===== src/rtl/uart_pkg.sv =====
// Shared types and constants for the framed UART transmit path.
package uart_pkg;

  typedef enum logic [1:0] {
    PARITY_NONE,
    PARITY_EVEN,
    PARITY_ODD
  } parity_t;

  typedef enum logic [2:0] {
    IDLE,
    START,
    DATA,
    PAR,
    STOP
  } tx_state_t;

  localparam logic [15:0] DIV_MIN = 16'd2;

  function automatic logic [15:0] eff_divisor(input logic [15:0] d);
    return (d < DIV_MIN) ? DIV_MIN : d;
  endfunction

endpackage


===== src/rtl/uart_tx_fifo.sv =====
// Synchronous write FIFO; writes while full are dropped, fullness judged before any pop.
module uart_tx_fifo #(
  parameter int unsigned WIDTH = 8,
  parameter int unsigned DEPTH = 4
) (
  input  logic                       clk,
  input  logic                       rst_n,
  input  logic                       wr_en_i,
  input  logic [WIDTH-1:0]           wr_data_i,
  input  logic                       rd_en_i,
  output logic [WIDTH-1:0]           rd_data_o,
  output logic                       full_o,
  output logic                       empty_o,
  output logic [$clog2(DEPTH):0]     count_o
);

  localparam int unsigned AW = $clog2(DEPTH);

  logic [WIDTH-1:0] mem_q [DEPTH];
  logic [AW-1:0]    wr_ptr_q, rd_ptr_q;
  logic [AW:0]      count_q;
  logic             push, pop;

  assign full_o    = (count_q == (AW+1)'(DEPTH));
  assign empty_o   = (count_q == '0);
  assign count_o   = count_q;
  assign rd_data_o = mem_q[rd_ptr_q];
  assign push      = wr_en_i && !full_o;
  assign pop       = rd_en_i && !empty_o;

  always_ff @(posedge clk or negedge rst_n) begin
    if (!rst_n) begin
      wr_ptr_q <= '0;
      rd_ptr_q <= '0;
      count_q  <= '0;
    end else begin
      if (push) wr_ptr_q <= wr_ptr_q + AW'(1);
      if (pop)  rd_ptr_q <= rd_ptr_q + AW'(1);
      case ({push, pop})
        2'b10:   count_q <= count_q + (AW+1)'(1);
        2'b01:   count_q <= count_q - (AW+1)'(1);
        default: count_q <= count_q;
      endcase
    end
  end

  always_ff @(posedge clk) begin
    if (push) mem_q[wr_ptr_q] <= wr_data_i;
  end

endmodule


===== src/rtl/uart_tx_framed.sv =====
// Framed serial transmitter: write FIFO feeding a start/data/parity/stop FSM, txd from a flop.
module uart_tx_framed
  import uart_pkg::*;
#(
  parameter int unsigned DATA_BITS  = 8,
  parameter parity_t     PARITY     = PARITY_NONE,
  parameter int unsigned STOP_BITS  = 1,
  parameter int unsigned FIFO_DEPTH = 4
) (
  input  logic                          clk,
  input  logic                          rst_n,
  input  logic [15:0]                   divisor,
  input  logic                          wr_en,
  input  logic [DATA_BITS-1:0]          wr_data,
  output logic                          full,
  output logic [$clog2(FIFO_DEPTH):0]   count,
  output logic                          overflow,
  output logic                          tx_start,
  output logic                          txd,
  output logic                          tbr
);

  tx_state_t            state_q, state_d;
  logic [15:0]          cnt_q, cnt_d;
  logic [15:0]          div_q, div_d;
  logic [DATA_BITS-1:0] sh_q, sh_d;
  logic [3:0]           idx_q, idx_d;
  logic                 par_q, par_d;
  logic                 txd_q, txd_d;
  logic                 start_q, start_d;
  logic                 overflow_q;

  logic                 fifo_empty, fifo_pop;
  logic [DATA_BITS-1:0] fifo_data;
  logic                 bit_end, start_frame, par_bit;

  uart_tx_fifo #(
    .WIDTH (DATA_BITS),
    .DEPTH (FIFO_DEPTH)
  ) u_fifo (
    .clk       (clk),
    .rst_n     (rst_n),
    .wr_en_i   (wr_en),
    .wr_data_i (wr_data),
    .rd_en_i   (fifo_pop),
    .rd_data_o (fifo_data),
    .full_o    (full),
    .empty_o   (fifo_empty),
    .count_o   (count)
  );

  assign bit_end  = (cnt_q == 16'd1);
  assign par_bit  = (PARITY == PARITY_ODD) ? ~par_q : par_q;
  assign txd      = txd_q;
  assign tx_start = start_q;
  assign overflow = overflow_q;
  assign tbr      = (state_q == IDLE) && fifo_empty;

  always_ff @(posedge clk or negedge rst_n) begin
    if (!rst_n) begin
      state_q    <= IDLE;
      cnt_q      <= '0;
      div_q      <= DIV_MIN;
      sh_q       <= '0;
      idx_q      <= '0;
      par_q      <= 1'b0;
      txd_q      <= 1'b1;
      start_q    <= 1'b0;
      overflow_q <= 1'b0;
    end else begin
      state_q    <= state_d;
      cnt_q      <= cnt_d;
      div_q      <= div_d;
      sh_q       <= sh_d;
      idx_q      <= idx_d;
      par_q      <= par_d;
      txd_q      <= txd_d;
      start_q    <= start_d;
      overflow_q <= wr_en && full;
    end
  end

  // Each branch sets the txd value for the bit that begins at the next edge.
  always_comb begin
    state_d     = state_q;
    cnt_d       = cnt_q - 16'd1;
    div_d       = div_q;
    sh_d        = sh_q;
    idx_d       = idx_q;
    par_d       = par_q;
    txd_d       = txd_q;
    start_d     = 1'b0;
    fifo_pop    = 1'b0;
    start_frame = 1'b0;

    case (state_q)
      IDLE: begin
        cnt_d = cnt_q;
        txd_d = 1'b1;
        if (!fifo_empty) start_frame = 1'b1;
      end
      START: begin
        if (bit_end) begin
          state_d = DATA;
          cnt_d   = div_q;
          txd_d   = sh_q[0];
          sh_d    = sh_q >> 1;
          idx_d   = '0;
        end
      end
      DATA: begin
        if (bit_end) begin
          cnt_d = div_q;
          if (idx_q == 4'(DATA_BITS - 1)) begin
            idx_d = '0;
            if (PARITY != PARITY_NONE) begin
              state_d = PAR;
              txd_d   = par_bit;
            end else begin
              state_d = STOP;
              txd_d   = 1'b1;
            end
          end else begin
            idx_d = idx_q + 4'd1;
            txd_d = sh_q[0];
            sh_d  = sh_q >> 1;
          end
        end
      end
      PAR: begin
        if (bit_end) begin
          state_d = STOP;
          cnt_d   = div_q;
          idx_d   = '0;
          txd_d   = 1'b1;
        end
      end
      STOP: begin
        if (bit_end) begin
          cnt_d = div_q;
          if (idx_q == 4'(STOP_BITS - 1)) begin
            if (!fifo_empty) begin
              start_frame = 1'b1;
            end else begin
              state_d = IDLE;
              txd_d   = 1'b1;
            end
          end else begin
            idx_d = idx_q + 4'd1;
          end
        end
      end
      default: begin
        state_d = IDLE;
        txd_d   = 1'b1;
      end
    endcase

    // Frame start is shared by IDLE and the back-to-back path out of STOP.
    if (start_frame) begin
      fifo_pop = 1'b1;
      state_d  = START;
      sh_d     = fifo_data;
      par_d    = ^fifo_data;
      cnt_d    = eff_divisor(divisor);
      div_d    = eff_divisor(divisor);
      idx_d    = '0;
      txd_d    = 1'b0;
      start_d  = 1'b1;
    end
  end

endmodule


===== config.mk =====
export PLATFORM = sky130hd
export DESIGN_NAME = uart_tx_framed
export DESIGN_NICKNAME = d
export VERILOG_FILES = /design/src/rtl/uart_pkg.sv /design/src/rtl/uart_tx_fifo.sv /design/src/rtl/uart_tx_framed.sv
export SDC_FILE = /design/constraint.sdc
export NUM_CORES = 1
export LEC_CHECK = 0
export BUFFER_PORTS_ARGS = -buffer_cell sky130_fd_sc_hd__buf_2
export CAP_MARGIN = 20
export CORE_UTILIZATION = 25
export DETAILED_ROUTE_END_ITERATION = 6
export GPL_ROUTABILITY_DRIVEN = 0
export PLACE_DENSITY = 0.49
export RECOVER_POWER = 25
export SLEW_MARGIN = 10
export SYNTH_ARGS = -nofsm -noshare
export SYNTH_HDL_FRONTEND = slang
export SYNTH_SLANG_ARGS = --single-unit

===== constraint.sdc =====
create_clock -name clk -period 7.5 [get_ports clk]
set_input_delay 0.75 -clock clk [delete_from_list [all_inputs] [get_ports clk]]
set_output_delay 0.75 -clock clk [all_outputs]
set_load 0.005 [all_outputs]

* After elaboration in Yosys (flattened, before gate mapping) *
Memory sizes are Yosys's and may differ from the RTL's.
Cells that the tools add are included.

storage, ports and cells
  memories kept = 1
  register bits = 57
  word-level logic and storage cells = 99
  bits of input ports = 27
  RAM bits = 32
  output and inout bits = 8

operators by class
  mux-type cells = 42
  add/subtract/negate cells = 6
  eq/ne operators = 20
  reduce and logical (&&, ||, !) cells = 18
  order comparisons = 1

memory list
  name          words  bits a word  read ports  clocked after Yosys merged registers in  write ports  RTL line            source
  u_fifo.mem_q  4      8            1           0                                        1            uart_tx_fifo.sv:19  logic [WIDTH-1:0] mem_q [DEPTH];

operators by type and width
  kind                   number
  $mux 16                3
  $mux 8                 4
  $pmux 16 s2            1
  $ne 3x3->1 const B     9
  $mux 3                 8
  $mux 4                 6
  $eq 16x1->1 const B    1
  $lt 16x2->1 const B    1
  $pmux 8 s2             1
  $sub 16x1->16 const B  1
  $pmux 3 s5             1
  $mux 1                 14
  $pmux 4 s3             1
  $reduce_and 8->1       1
  $eq 3x2->1 const B     2
  $eq 3x3->1 const B     2
  $logic_not 3->1        2
  $pmux 3 s2             1
  $reduce_and 6->1       1
  $reduce_and 5->1       1
  $add 2x1->2 const B    2
  $add 4x1->4 const B    1
  $eq 4x3->1 const B     1
  $logic_and 1x1->1      4
  other kinds (17)       18

* Longest topological paths before layout *
Gate-level depths: netlist of the first run.

  depth after elaboration = 9
  depth in mapped cells = 14
  depth with buffers taken out = 12

* Hierarchy *
From an unflattened synthesis of the first run, not the netlist that was laid out.

second synthesis, totals
  cell total of the unflattened synthesis = 398
  area total of the unflattened synthesis = 4501.8 um2

by module, submodules not included
  module          area each (um2)  sequential area each (um2)  times used  cells each
  uart_tx_framed  2909.0           1253.7                      1           319
  uart_tx_fifo    1592.8           1136.1                      1           79

* Worst setup path before layout of the first run *
OpenSTA, ideal clock, no wires.

  path kind = reg-to-reg
  from = reg cnt_q[1]
  to = reg u_fifo.count_q[2], in the netlist u_fifo.count_o[2]
  data required time = 7421 ps
  setup time = 79 ps
  slack = 4429 ps
  buffers on the path = 2
  arrival = 2992 ps
  clock period less this slack = 3071 ps
  stages on the path, launching flop included = 15
  cell sequence = dfrtp_1 inv_1 ha_1 or4b_4 or2_1 o31a_4 buf_2 buf_2 inv_1 ha_1 inv_1 fa_1 xor2_1 nor2_1 xor2_1

on the way
  longest elaborated chain between the ends = 7
  elaborated cells between the ends (all ways) = 9
  those cells by class = 3 x eq/ne; 4 x mux; 2 x reduce/logical

RTL lines
  element                                          RTL line               source
  start: declaration                               uart_tx_framed.sv:24   logic [15:0] cnt_q, cnt_d;
  start signal: assignment                         uart_tx_framed.sv:72   cnt_q <= cnt_d;
  $eq 16x1->1 (*)                                  uart_tx_framed.sv:52   assign bit_end = (cnt_q == 16'd1);
  $mux 1 (*)                                       uart_tx_framed.sv:139  if (bit_end) begin
  $pmux 1 s2 (*)                                   uart_tx_framed.sv:96   case (state_q)
  $mux 1 (*)                                       uart_tx_framed.sv:160  if (start_frame) begin
  $logic_and 1x1->1 (*)                            uart_tx_fifo.sv:29     assign pop = rd_en_i && !empty_o;
  via u_fifo.pop                                   uart_tx_fifo.sv:22     logic push, pop;
  $eq 2x1->1 or $eq 2x2->1 (tied branches)         uart_tx_fifo.sv:39     case ({push, pop})
  $pmux 3 s2 or $reduce_bool 2->1 (tied branches)  --
  end signal: assignment                           uart_tx_fifo.sv:40     2'b10: count_q <= count_q + (AW+1)'(1);
  end signal: assignment                           uart_tx_fifo.sv:41     2'b01: count_q <= count_q - (AW+1)'(1);
  end signal: assignment                           uart_tx_fifo.sv:42     default: count_q <= count_q;
  end: declaration                                 uart_tx_fifo.sv:21     logic [AW:0] count_q;

The timed path passes the listed nets; every way through them passes the cells marked *.
A chain may end at the register's enable or synchronous reset.

* Worst setup path after layout of the first run *
  from = reg state_q[2]
  to = out tbr

on the way
  longest elaborated chain between the ends = 2

RTL lines
  element                   RTL line              source
  start: declaration        uart_tx_framed.sv:23  tx_state_t state_q, state_d;
  start signal: assignment  uart_tx_framed.sv:71  state_q <= state_d;
  $logic_not 3->1           uart_tx_framed.sv:57  assign tbr = (state_q == IDLE) && fifo_empty;
  $logic_and 1x1->1         uart_tx_framed.sv:57
  end: declaration          uart_tx_framed.sv:20  output logic tbr

Every way passes these cells.

==> summary.txt, run 1 <==
Run status
  • Status: complete, but fails checks
  • Failing checks: capacitance limit, slew limit

GRT
  • Number of global-route vias before repair: 2980
  • Largest net degree at the start of global routing: 58
  • Initial antenna violation count: 0
  • Global-route wire length before repair: 15600 um
  • Grt ovf: 0
  • Tot GR Track Use: 0.112

Finish
  • Post-route design area: 5000 um^2
  • NumNets Final: 466
  • FF+latch area: 2390 um^2
  • Antenna Cells: 0
  • Area growth, synth to finish: 15.1%
  • Multi-input logic area: 1810 um^2
  • Fillers: 1755
  • Share of post-route cells with drive strength above 1: 0.150

Route
  • Iter 0 DRT Violations: 192
  • Per-cell routed wire length: 14.3 um
  • DRC Markers: 0
  • Total Routed Length: 9350 um
  • Vias per cell: 4.63
  • ANT nets after route: 0
  • DR pass1 iterations: 5
  • Total number of vias: 3025

STA
  • Tcrit/Tclk final: 0.447
  • Period minus WS final: 3.35 ns
  • Setup Skew: 0.00794 ns
  • Hold Fails Final Rpt: 0
  • Worst-Margin Slew: 3.12 ns
  • FMAX: 0.298 GHz
  • Slew HR: -1.08
  • Slack of the critical path: 4.15 ns
  • Final setup violating endpoints: 0
  • Setup tns final: 0 ns
  • Slew Limit Fails: 58
  • RSZ-0062 raised after global routing: no

Logic synthesis
  • Leading area contributor after synthesis: dfrtp_1
  • Syn_nets: 435
  • Area fraction of the dominant cell type after synthesis: 0.317
  • Flops & latches, synth: 89
  • Post-synth EDFFs: 32
  • Most frequent cell after synthesis: nand2_1
  • Synth Warn #: 0
  • Synth Instances: 398
  • Most frequent cells after synthesis: nand2_1, dfrtp_1, edfxtp_1, nor2_1, o21ai_0
  • Top FF cell, synth: dfrtp_1
  • Synth top area cells: dfrtp_1, edfxtp_1, nand2_1
  • Yosys cell types: 59
  • Seq/Total Area, Yosys: 0.550
  • Synth Cell Area: 4340 um^2
  • FFs w/ async S/R, synth: 0.640
  • Mapped Avg Cell Area: 10.9 um^2

Die
  • Die W: 134 um
  • Initial Util: 0.259
  • Die area: 17900 um^2
  • Die Ht: 134 um
  • Placement Rows: 47
  • Core Footprint: 16800 um^2
  • Num ports: 35

Clock tree
  • CTS Sinks: 89
  • Postcts setup bufs: 0
  • Clock transition at the registers of the reported paths: 0.07 ns
  • Resized Gates After CTS: 0
  • Clk buf depth: 2
  • CTS Root Cell: clkbuf_16
  • Post-CTS Hold Buffers: 0
  • CTS Buf Count: 9
  • Deepest level of the CTS H-tree: 3
  • Worst skew pair latency: 0.34 ns
  • CTS tree: built

Job
  • Max-cap violation count: 1

Setup path
  • Worst setup SP type: flip-flop
  • Setup CP Type: flip-flop to output port
  • Critical Path RT: 6.75 ns
  • Crit Path Max Fanout: 28
  • Critical path launch point: state_q[2]
  • Worst EP arrival: 2.60 ns
  • Worst Reg-to-Reg Cells: 12
  • Crit Reg-Reg Startpoint: cnt_q[1]
  • R2R Setup Slk: 4.44 ns
  • Worst Setup End Kind: output port
  • Critical Path Sink: tbr
  • Critical R2R Capture: u_fifo.count_o[2]

Place
  • Post-detail-place hpwl: 6320 um
  • Port Buf Inserts: 34
  • Pre-CTS WS: 4.44 ns
  • Placed instance area: 4710 um^2

Worst hold path
  • Hold Path Class: flip-flop to flip-flop

Power and ir drop
  • Peak VDD IR: 0.000142 V
  • Lkg Pwr: 2.08 nW
  • Pwr dens: 365 nW/um^2
[per-layer routing]
metal  vias up  GRT usage  share of wire
met2        55      0.182           0.47
met3         4     0.0283          0.034
li1       1484          -              -
met5         -          0              0
met1      1482      0.147           0.49
met4         0     0.0328         0.0068
[cells by family (layout without fill, tap and decap cells)]
family          Yosys count  in the layout  share of synthesized area
fa+ha+maj                10             10                     0.0305
mux                      15             15                     0.0576
buf+inv                  30             66                     0.0317
flops                    89             89                      0.550
simple gates            163            163                      0.183
compound gates           74             74                      0.112
xor+xnor                 17             17                     0.0343
[worst max-delay path, stage by stage (launching register included)]
cell	delay, ns
dfrtp_1	0.52
nor3_1	0.44
nand2_1	0.66
inv_1	0.46
buf_2	0.18
[placed cells by master (no fill, tap or decap), types with 5 or more instances in the layout]
| cell | Yosys | layout |
|---|---|---|
| nand2_1 | 83 | 83 |
| dfrtp_1 | 55 | 55 |
| edfxtp_1 | 32 | 32 |
| nor2_1 | 27 | 27 |
| buf_2 | 7 | 26 |
| o21ai_0 | 25 | 25 |
| inv_1 | 14 | 14 |
| xnor2_1 | 11 | 11 |
| a21oi_1 | 10 | 10 |
| ha_1 | 9 | 9 |
| clkbuf_16 | 0 | 9 |
| clkbuf_1 | 5 | 9 |
| o211ai_1 | 8 | 8 |
| a31oi_1 | 8 | 8 |
| mux4_2 | 8 | 8 |
| nor3_1 | 7 | 7 |
| nor4_1 | 7 | 7 |
| mux2i_1 | 7 | 7 |
| xor2_1 | 6 | 6 |
| and3_1 | 5 | 5 |
[worst min path at each step]
stage	start	to	depth (start not counted)	slack (ns)
5_1_grt	div_q[2]	div_q[2]	2	0.49
6_report	div_q[2]	div_q[2]	2	0.48
4_1_cts	div_q[15]	div_q[15]	2	0.48
2_1_floorplan	div_q[12]	div_q[12]	2	0.44
3_3_place_gp	div_q[14]	div_q[14]	2	0.45
3_5_place_dp	div_q[13]	div_q[13]	2	0.46
[final cells by class]
cell class | instances | area share
flip-flops and latches | 89 | 0.478
clock inverters | 7 | 0.0145
clock buffers | 9 | 0.0451
well taps | 220 | 0.0551
multi-input cells | 279 | 0.363
inverters | 15 | 0.0115
repair buffers | 35 | 0.0328
[state kept, by name, indices dropped and copies added (netlist names)]
| name | count |
|---|---|
| overflow | 1 |
| sh_q | 8 |
| u_fifo.count_o | 3 |
| u_fifo.rd_ptr_q | 2 |
| cnt_q | 16 |
| idx_q | 4 |
| state_q | 3 |
| div_q | 16 |
| u_fifo.wr_ptr_q | 2 |
| txd | 1 |
| tx_start | 1 |
| u_fifo.mem_q | 32 |
[stage by stage]
step	util	std cells	power (mW)	hold WS, ns
after global routing	0.298	654	1.97	0.493
after detailed placement	0.281	638	1.40	0.461
after floorplan	-	398	1.24	0.441
after global placement	0.281	638	1.39	0.454
final	0.298	654	1.83	0.480
after CTS	0.299	654	1.86	0.483
[report_power, final]
group          internal (mW)  switching [mW]  leakage, nW
logic                  0.255           0.285        0.951
registers              0.685           0.157        0.989
clock network          0.235           0.209        0.143
(Power assumes the default switching activity.)
==> run 2, diff against run 1 <==
ABC_AREA = 1   (was default)
clock period = 3.4 ns   (was 7.5 ns; I/O delays follow)
==> run 2 against run 1 <==
- the run ends with DRC left
- register-to-register slack worse by 3.5 ns
- synthesized cell count up 40%
- final cell count up 26%
- critical path depth up 10
- count of clock-buffer cells in the layout unchanged
- die area up 7.6%
- critical path type is now flip-flop to flip-flop
- critical endpoint is now u_fifo.count_o[2]
- largest cell class unchanged
==> summary.txt, run 2 <==
Logic synthesis
  • Synth Cell Area: 4670 um^2
  • Post-synthesis compound-gate area fraction: 0.111
  • Flops & latches, synth: 89
  • Mapped Avg Cell Area: 8.39 um^2
  • Simple-Gate Fraction of Synth Area: 0.262
  • Post-synthesis mux area share: 0
  • Post-synth EDFFs: 32
  • Synth Warn #: 0
  • Syn_nets: 594
  • Adder-cell share of the synthesized area: 0.0284
  • Synth Instances: 557
  • Most frequent cell after synthesis: nand2_1
  • Most frequent cells after synthesis: nand2_1, nor2_1, dfrtp_1, inv_1, a21oi_1
  • Synth top area cells: dfrtp_1, edfxtp_1, nand2_1
  • Area fraction of the dominant cell type after synthesis: 0.294
  • FFs w/ async S/R, synth: 0.640
  • Largest family of logic cells by synthesized area: simple AND/OR/NAND/NOR gates
  • Top FF cell, synth: dfrtp_1
  • Synth Area in XOR/XNOR: 0.0150
  • Seq/Total Area, Yosys: 0.511
  • Leading area contributor after synthesis: dfrtp_1
  • Yosys cell types: 31

STA
  • Period minus WS final: 2.41 ns
  • Tcrit/Tclk final: 0.710
  • Setup tns final: 0 ns
  • Hold Fails Final Rpt: 0
  • Worst-Margin Slew: 0.865 ns
  • Fin Hold WS: 0.209 ns
  • Slack of the critical path: 0.985 ns
  • Slew Limit Fails: 0
  • Slew HR: 0.422
  • RSZ-0062 raised after global routing: no
  • Setup Skew: 0.00895 ns
  • Final setup violating endpoints: 0
  • FMAX: 0.414 GHz

Power and ir drop
  • Total Power: 4.83 mW
  • Peak VDD IR: 0.000344 V
  • Lkg Pwr: 2.42 nW
  • Pwr dens: 904 nW/um^2

Finish
  • Most flops, register: u_fifo.mem_q
  • NumNets Final: 630
  • Biggest regs: u_fifo.mem_q: 32 flops, cnt_q: 16 flops, div_q: 16 flops
  • Antenna Cells: 0
  • Post-route design area: 5340 um^2
  • Area growth, synth to finish: 14.2%
  • Share of post-route cells with drive strength above 1: 0.112
  • Non-filler cells in the finished layout: 827
  • Most frequent cells in the layout: nand2_1, nor2_1, dfrtp_1, inv_1, a21oi_1
  • Finished Core Util: 0.294
  • Most common cell after layout, fill and taps aside: nand2_1
  • Max reg flops: 32

Clock tree
  • Deepest level of the CTS H-tree: 3
  • CTS Buf Count: 9
  • Resized Gates After CTS: 0
  • CTS Root Cell: clkbuf_16
  • Clk buf depth: 2
  • CTS Sinks: 89
  • Post-CTS Hold Buffers: 0
  • Postcts setup bufs: 0
  • CTS tree: built
  • Worst skew pair latency: 0.35 ns
  • Clock transition at the registers of the reported paths: 0.07 ns

Route
  • Total Routed Length: 10500 um
  • ANT nets after route: 0
  • Iter 0 DRT Violations: 167
  • Per-cell routed wire length: 12.7 um
  • DRC Markers: 4
  • Total number of vias: 3646
  • Vias per cell: 4.41
  • DR pass1 iterations: 6

Setup path
  • Worst setup SP type: flip-flop
  • Worst EP arrival: 2.64 ns
  • Setup CP Type: flip-flop to flip-flop
  • Crit Path Max Fanout: 4
  • Critical Path RT: 3.63 ns
  • Worst Setup End Kind: flip-flop

Die
  • Die area: 19200 um^2
  • Die Ht: 139 um
  • Placement Rows: 49
  • Core Footprint: 18100 um^2
  • Initial Util: 0.258
  • Die W: 139 um
  • Num ports: 35

Place
  • Post-detail-place hpwl: 7480 um
  • Pre-CTS WS: 0.990 ns
  • Placed instance area: 5040 um^2
  • Inst Count DP: 809
  • Port Buf Inserts: 34

GRT
  • Number of global-route vias before repair: 3572
  • Global-route wire length before repair: 17700 um
  • Tot GR Track Use: 0.114
  • Grt ovf: 0
  • Initial antenna violation count: 0
  • Largest net degree at the start of global routing: 51

Run status
  • Failing checks: DRC
  • Status: complete, but fails checks

Job
  • Max-cap violation count: 0

Worst hold path
  • Hold Path Class: primary input to flip-flop
-- run 2: cell count changes after synthesis, sizes merged, moves of 6 or more --
cell	delta
mux2i	-7
o211ai	+6
mux4	-8
nor2	+52
nand2	+78
inv	+42
o21ai	+8
nor4	-6
a21oi	+25
o22ai	+8
a31oi	-8
xnor2	-8
nand3	+30
-- run 2: cell type report --
type / count / area [um^2]
Clock buffer: 9 / 225
Clock inverter: 7 / 52.6
Fill cell: 1970 / 12800
Inverter: 56 / 210
Multi-Input combinational cell: 396 / 1950
Sequential cell: 89 / 2390
Tap cell: 229 / 287
Timing Repair Buffer: 41 / 226
-- run 2: worst max-delay path, stage by stage (launching register included) --
cell and delay [ns]:
dfrtp_1 0.41, inv_1 0.09, ha_1 0.14, nand2_1 0.05, nor2_1 0.23, nand3_2 0.15
inv_2 0.09, nand2_4 0.08, nand2_1 0.08, ha_1 0.15, inv_1 0.07, fa_1 0.37
a21oi_1 0.14, o21ai_0 0.11, xor2_1 0.15
-- run 2: cells by family after synthesis --
kind of cell / count (synthesis)
XOR/XNOR: 8
flip-flops: 89
AO/OA/AOI/OAI: 92
buffers and inverters: 72
adder cells (fa/ha/maj): 10
AND/OR/NAND/NOR: 286
-- run 2: worst paths after layout --
check	start	to	slack [ns]	depth (start not counted)
max	idx_q[0]	u_fifo.count_o[2]	0.99	14
min	wr_en	overflow	0.21	3
max reg2reg	idx_q[0]	u_fifo.count_o[2]	0.99	14
min reg2reg	div_q[3]	div_q[3]	0.47	2
max in group asynchronous	rst_n	div_q[7]	2.14	3
min in group asynchronous	rst_n	cnt_q[10]	0.56	2
-- run 2: per-layer routing --
metal | share of wire | track usage | wire length (um) | up-vias
li1 | - | - | - | 1886
met3 | 0.029 | 0.0245 | 308 | 10
met4 | 0.013 | 0.0368 | 134 | 0
met5 | 0 | 0 | 0 | -
met2 | 0.48 | 0.199 | 5080 | 42
met1 | 0.47 | 0.140 | 4950 | 1708
-- run 2: power by group --
part | total, mW | leakage (nW) | switching, mW | internal [mW]
clock | 0.938 | 0.126 | 0.439 | 0.499
combinational | 2.05 | 1.30 | 1.32 | 0.730
sequential | 1.83 | 0.995 | 0.300 | 1.53
==> run 3, diff against run 2 <==
ABC_AREA = 0   (was 1)
PLACE_DENSITY = 0.5   (was 0.49)
clock period = 2.05 ns   (was 3.4 ns; I/O delays follow)
==> run 3 against run 2 <==
- the flow finishes with violations (setup timing)
- die area shrank 7.0%
- setup slack worse by 1.6 ns
- final cell count is 12% lower
- power grew 56%
- routed wire length grew 0.35%
- sequential power is 57% higher
- hold slack got worse by 0.13 ns
- clock skew shrank 0.0020 ns
- clock power increased by 78%
- flip-flop and latch count unchanged
- critical path type unchanged
- largest cell class unchanged
- highest routed layer unchanged
==> summary.txt, run 3 (synthesis gave the netlist of run 1 again) <==
Power and ir drop
  • Lkg Pwr: 2.48 nW
  • Peak VDD IR: 0.000604 V
  • Pwr dens: 1320 nW/um^2
  • Total Power: 7.53 mW

Finish
  • Most flops, register: u_fifo.mem_q
  • Antenna Cells: 0
  • Share of post-route cells with drive strength above 1: 0.308
  • Area growth, synth to finish: 31.6%
  • Fillers: 1709
  • Max reg flops: 32
  • Biggest regs: u_fifo.mem_q: 32 flops, cnt_q: 16 flops, div_q: 16 flops
  • Most common cell after layout, fill and taps aside: nand2_1
  • Most frequent cells in the layout: nand2_1, buf_4, dfrtp_1, edfxtp_1, buf_2
  • NumNets Final: 541

Setup path
  • Critical Path RT: 2.32 ns
  • Setup CP Type: flip-flop to flip-flop
  • Worst EP arrival: 2.93 ns
  • Worst Setup End Kind: flip-flop
  • Crit Path Max Fanout: 2
  • Worst setup SP type: flip-flop
  • Worst Reg-to-Reg Cells: 12

GRT
  • Grt met2 use: 0.215
  • Tot GR Track Use: 0.125
  • Busiest grt layer: met2
  • Initial antenna violation count: 0
  • Global-route wire length before repair: 17300 um
  • M1 GR Usage: 0.153
  • Largest net degree at the start of global routing: 58
  • Grt ovf: 0
  • Number of global-route vias before repair: 3475
  • Met3 Use GR: 0.0310

Die
  • Placement Rows: 47
  • Die W: 134 um
  • Initial Util: 0.259
  • Core Footprint: 16800 um^2
  • Die area: 17900 um^2
  • Die Ht: 134 um
  • Num ports: 35

Route
  • Total Routed Length: 10500 um
  • Per-cell routed wire length: 14.4 um
  • DRC Markers: 0
  • Iter 0 DRT Violations: 195
  • ANT nets after route: 0
  • Vias per cell: 4.55
  • DR pass1 iterations: 4
  • Total number of vias: 3314

STA
  • Tcrit/Tclk final: 1.29
  • Worst-Margin Slew: 1.32 ns
  • Hold Fails Final Rpt: 0
  • Final setup violating endpoints: 53
  • Slack of the critical path: -0.604 ns
  • RSZ-0062 raised after global routing: yes
  • FMAX: 0.377 GHz
  • Setup Skew: 0.00697 ns
  • Slew Limit Fails: 0
  • Slew HR: 0.120
  • Period minus WS final: 2.65 ns

Place
  • Pre-CTS WS: -0.715 ns
  • Post-detail-place hpwl: 7230 um
  • Port Buf Inserts: 34

Clock tree
  • Worst skew pair latency: 0.35 ns
  • CTS Buf Count: 9
  • CTS Sinks: 89
  • Clock transition at the registers of the reported paths: 0.07 ns
  • Deepest level of the CTS H-tree: 3
  • CTS tree: built
  • CTS Root Cell: clkbuf_16
  • Clk buf depth: 2

Worst hold path
  • Hold Path Class: primary input to flip-flop
  • Worst Hold Path Cells: 3

Job
  • Max-cap violation count: 0

Run status
  • Failing checks: setup timing
  • Status: complete, but fails checks
[run 3: cell types whose count changed in the layout (fill, tap and decap cells not counted), moves of 6 or more]
cell	before	now
o211ai_1	14	8
nor2_1	74	27
a31oi_1	0	8
a21oi_1	35	9
xnor2_1	3	11
nand2_1	158	83
o21ai_0	27	19
inv_1	51	10
buf_4	5	67
nand3_1	33	4
o22ai_1	8	0
mux2i_1	0	7
mux4_2	0	8
[run 3: final cells by class]
type                            count  area, um^2  area share
Sequential cell                    89        2390       0.418
Multi-Input combinational cell    279        1910       0.335
Timing Repair Buffer              110         768       0.135
Tap cell                          220         275      0.0482
Clock buffer                        9         225      0.0394
Clock inverter                      7        81.3      0.0142
Inverter                           15        60.1      0.0105
[run 3: layer usage]
metal	vias to the layer above	share of wire
li1	1629	-
met1	1623	0.46
met2	52	0.49
met3	10	0.036
met4	0	0.012
met5	-	0
[run 3: through the flow]
| stage | instance area [um^2] | utilization | TNS, ns | hold slack, ns | cells |
|---|---|---|---|---|---|
| 4_1_cts | 5660 | 0.338 | -18.77 | 0.0461 | 724 |
| 5_1_grt | 5710 | 0.341 | -23.39 | 0.103 | 729 |
| 6_report | 5710 | 0.341 | -18.15 | 0.0834 | 729 |
| 3_3_place_gp | 5290 | 0.315 | -20.32 | 0.236 | 706 |
| 3_5_place_dp | 5290 | 0.315 | -22.14 | 0.243 | 706 |
| 2_1_floorplan | 4390 | - | -8.77 | -0.0906 | 398 |
[run 3: report_power, final]
part,internal (mW),switching [mW],total [mW],leakage (nW)
Sequential,2.51,0.364,2.87,0.989
Clock,0.871,0.802,1.67,0.150
Combinational,1.52,1.46,2.99,1.34
Total,4.90,2.63,7.53,2.48
[run 3: path summary, 6_finish.rpt]
kind	from	to	slack (ns)
max	cnt_q[1]	u_fifo.count_o[2]	-0.60
min	divisor[8]	div_q[8]	0.08
max reg2reg	cnt_q[1]	u_fifo.count_o[2]	-0.60
min reg2reg	div_q[2]	div_q[2]	0.48
max in group asynchronous	rst_n	div_q[13]	0.47
min in group asynchronous	rst_n	u_fifo.count_o[2]	0.77
[run 3: worst max-delay path, cell delays in order, from the launching register on]
cell	delay, ns
dfrtp_1	0.39
inv_2	0.08
ha_4	0.12
or4b_4	0.46
or2_4	0.25
o31a_4	0.29
inv_4	0.06
ha_4	0.13
inv_2	0.03
fa_2	0.32
xor2_1	0.15
nor2_1	0.14
xor2_1	0.17
[run 3: what timing repair did]
action	4_1_cts	5_1_grt
setup buffers	1	4
hold buffers	1	0
hold endpoints to repair	55	0
gates resized for setup	11	14
setup endpoints to repair	53	54
cloned	0	1
pin swaps	7	7
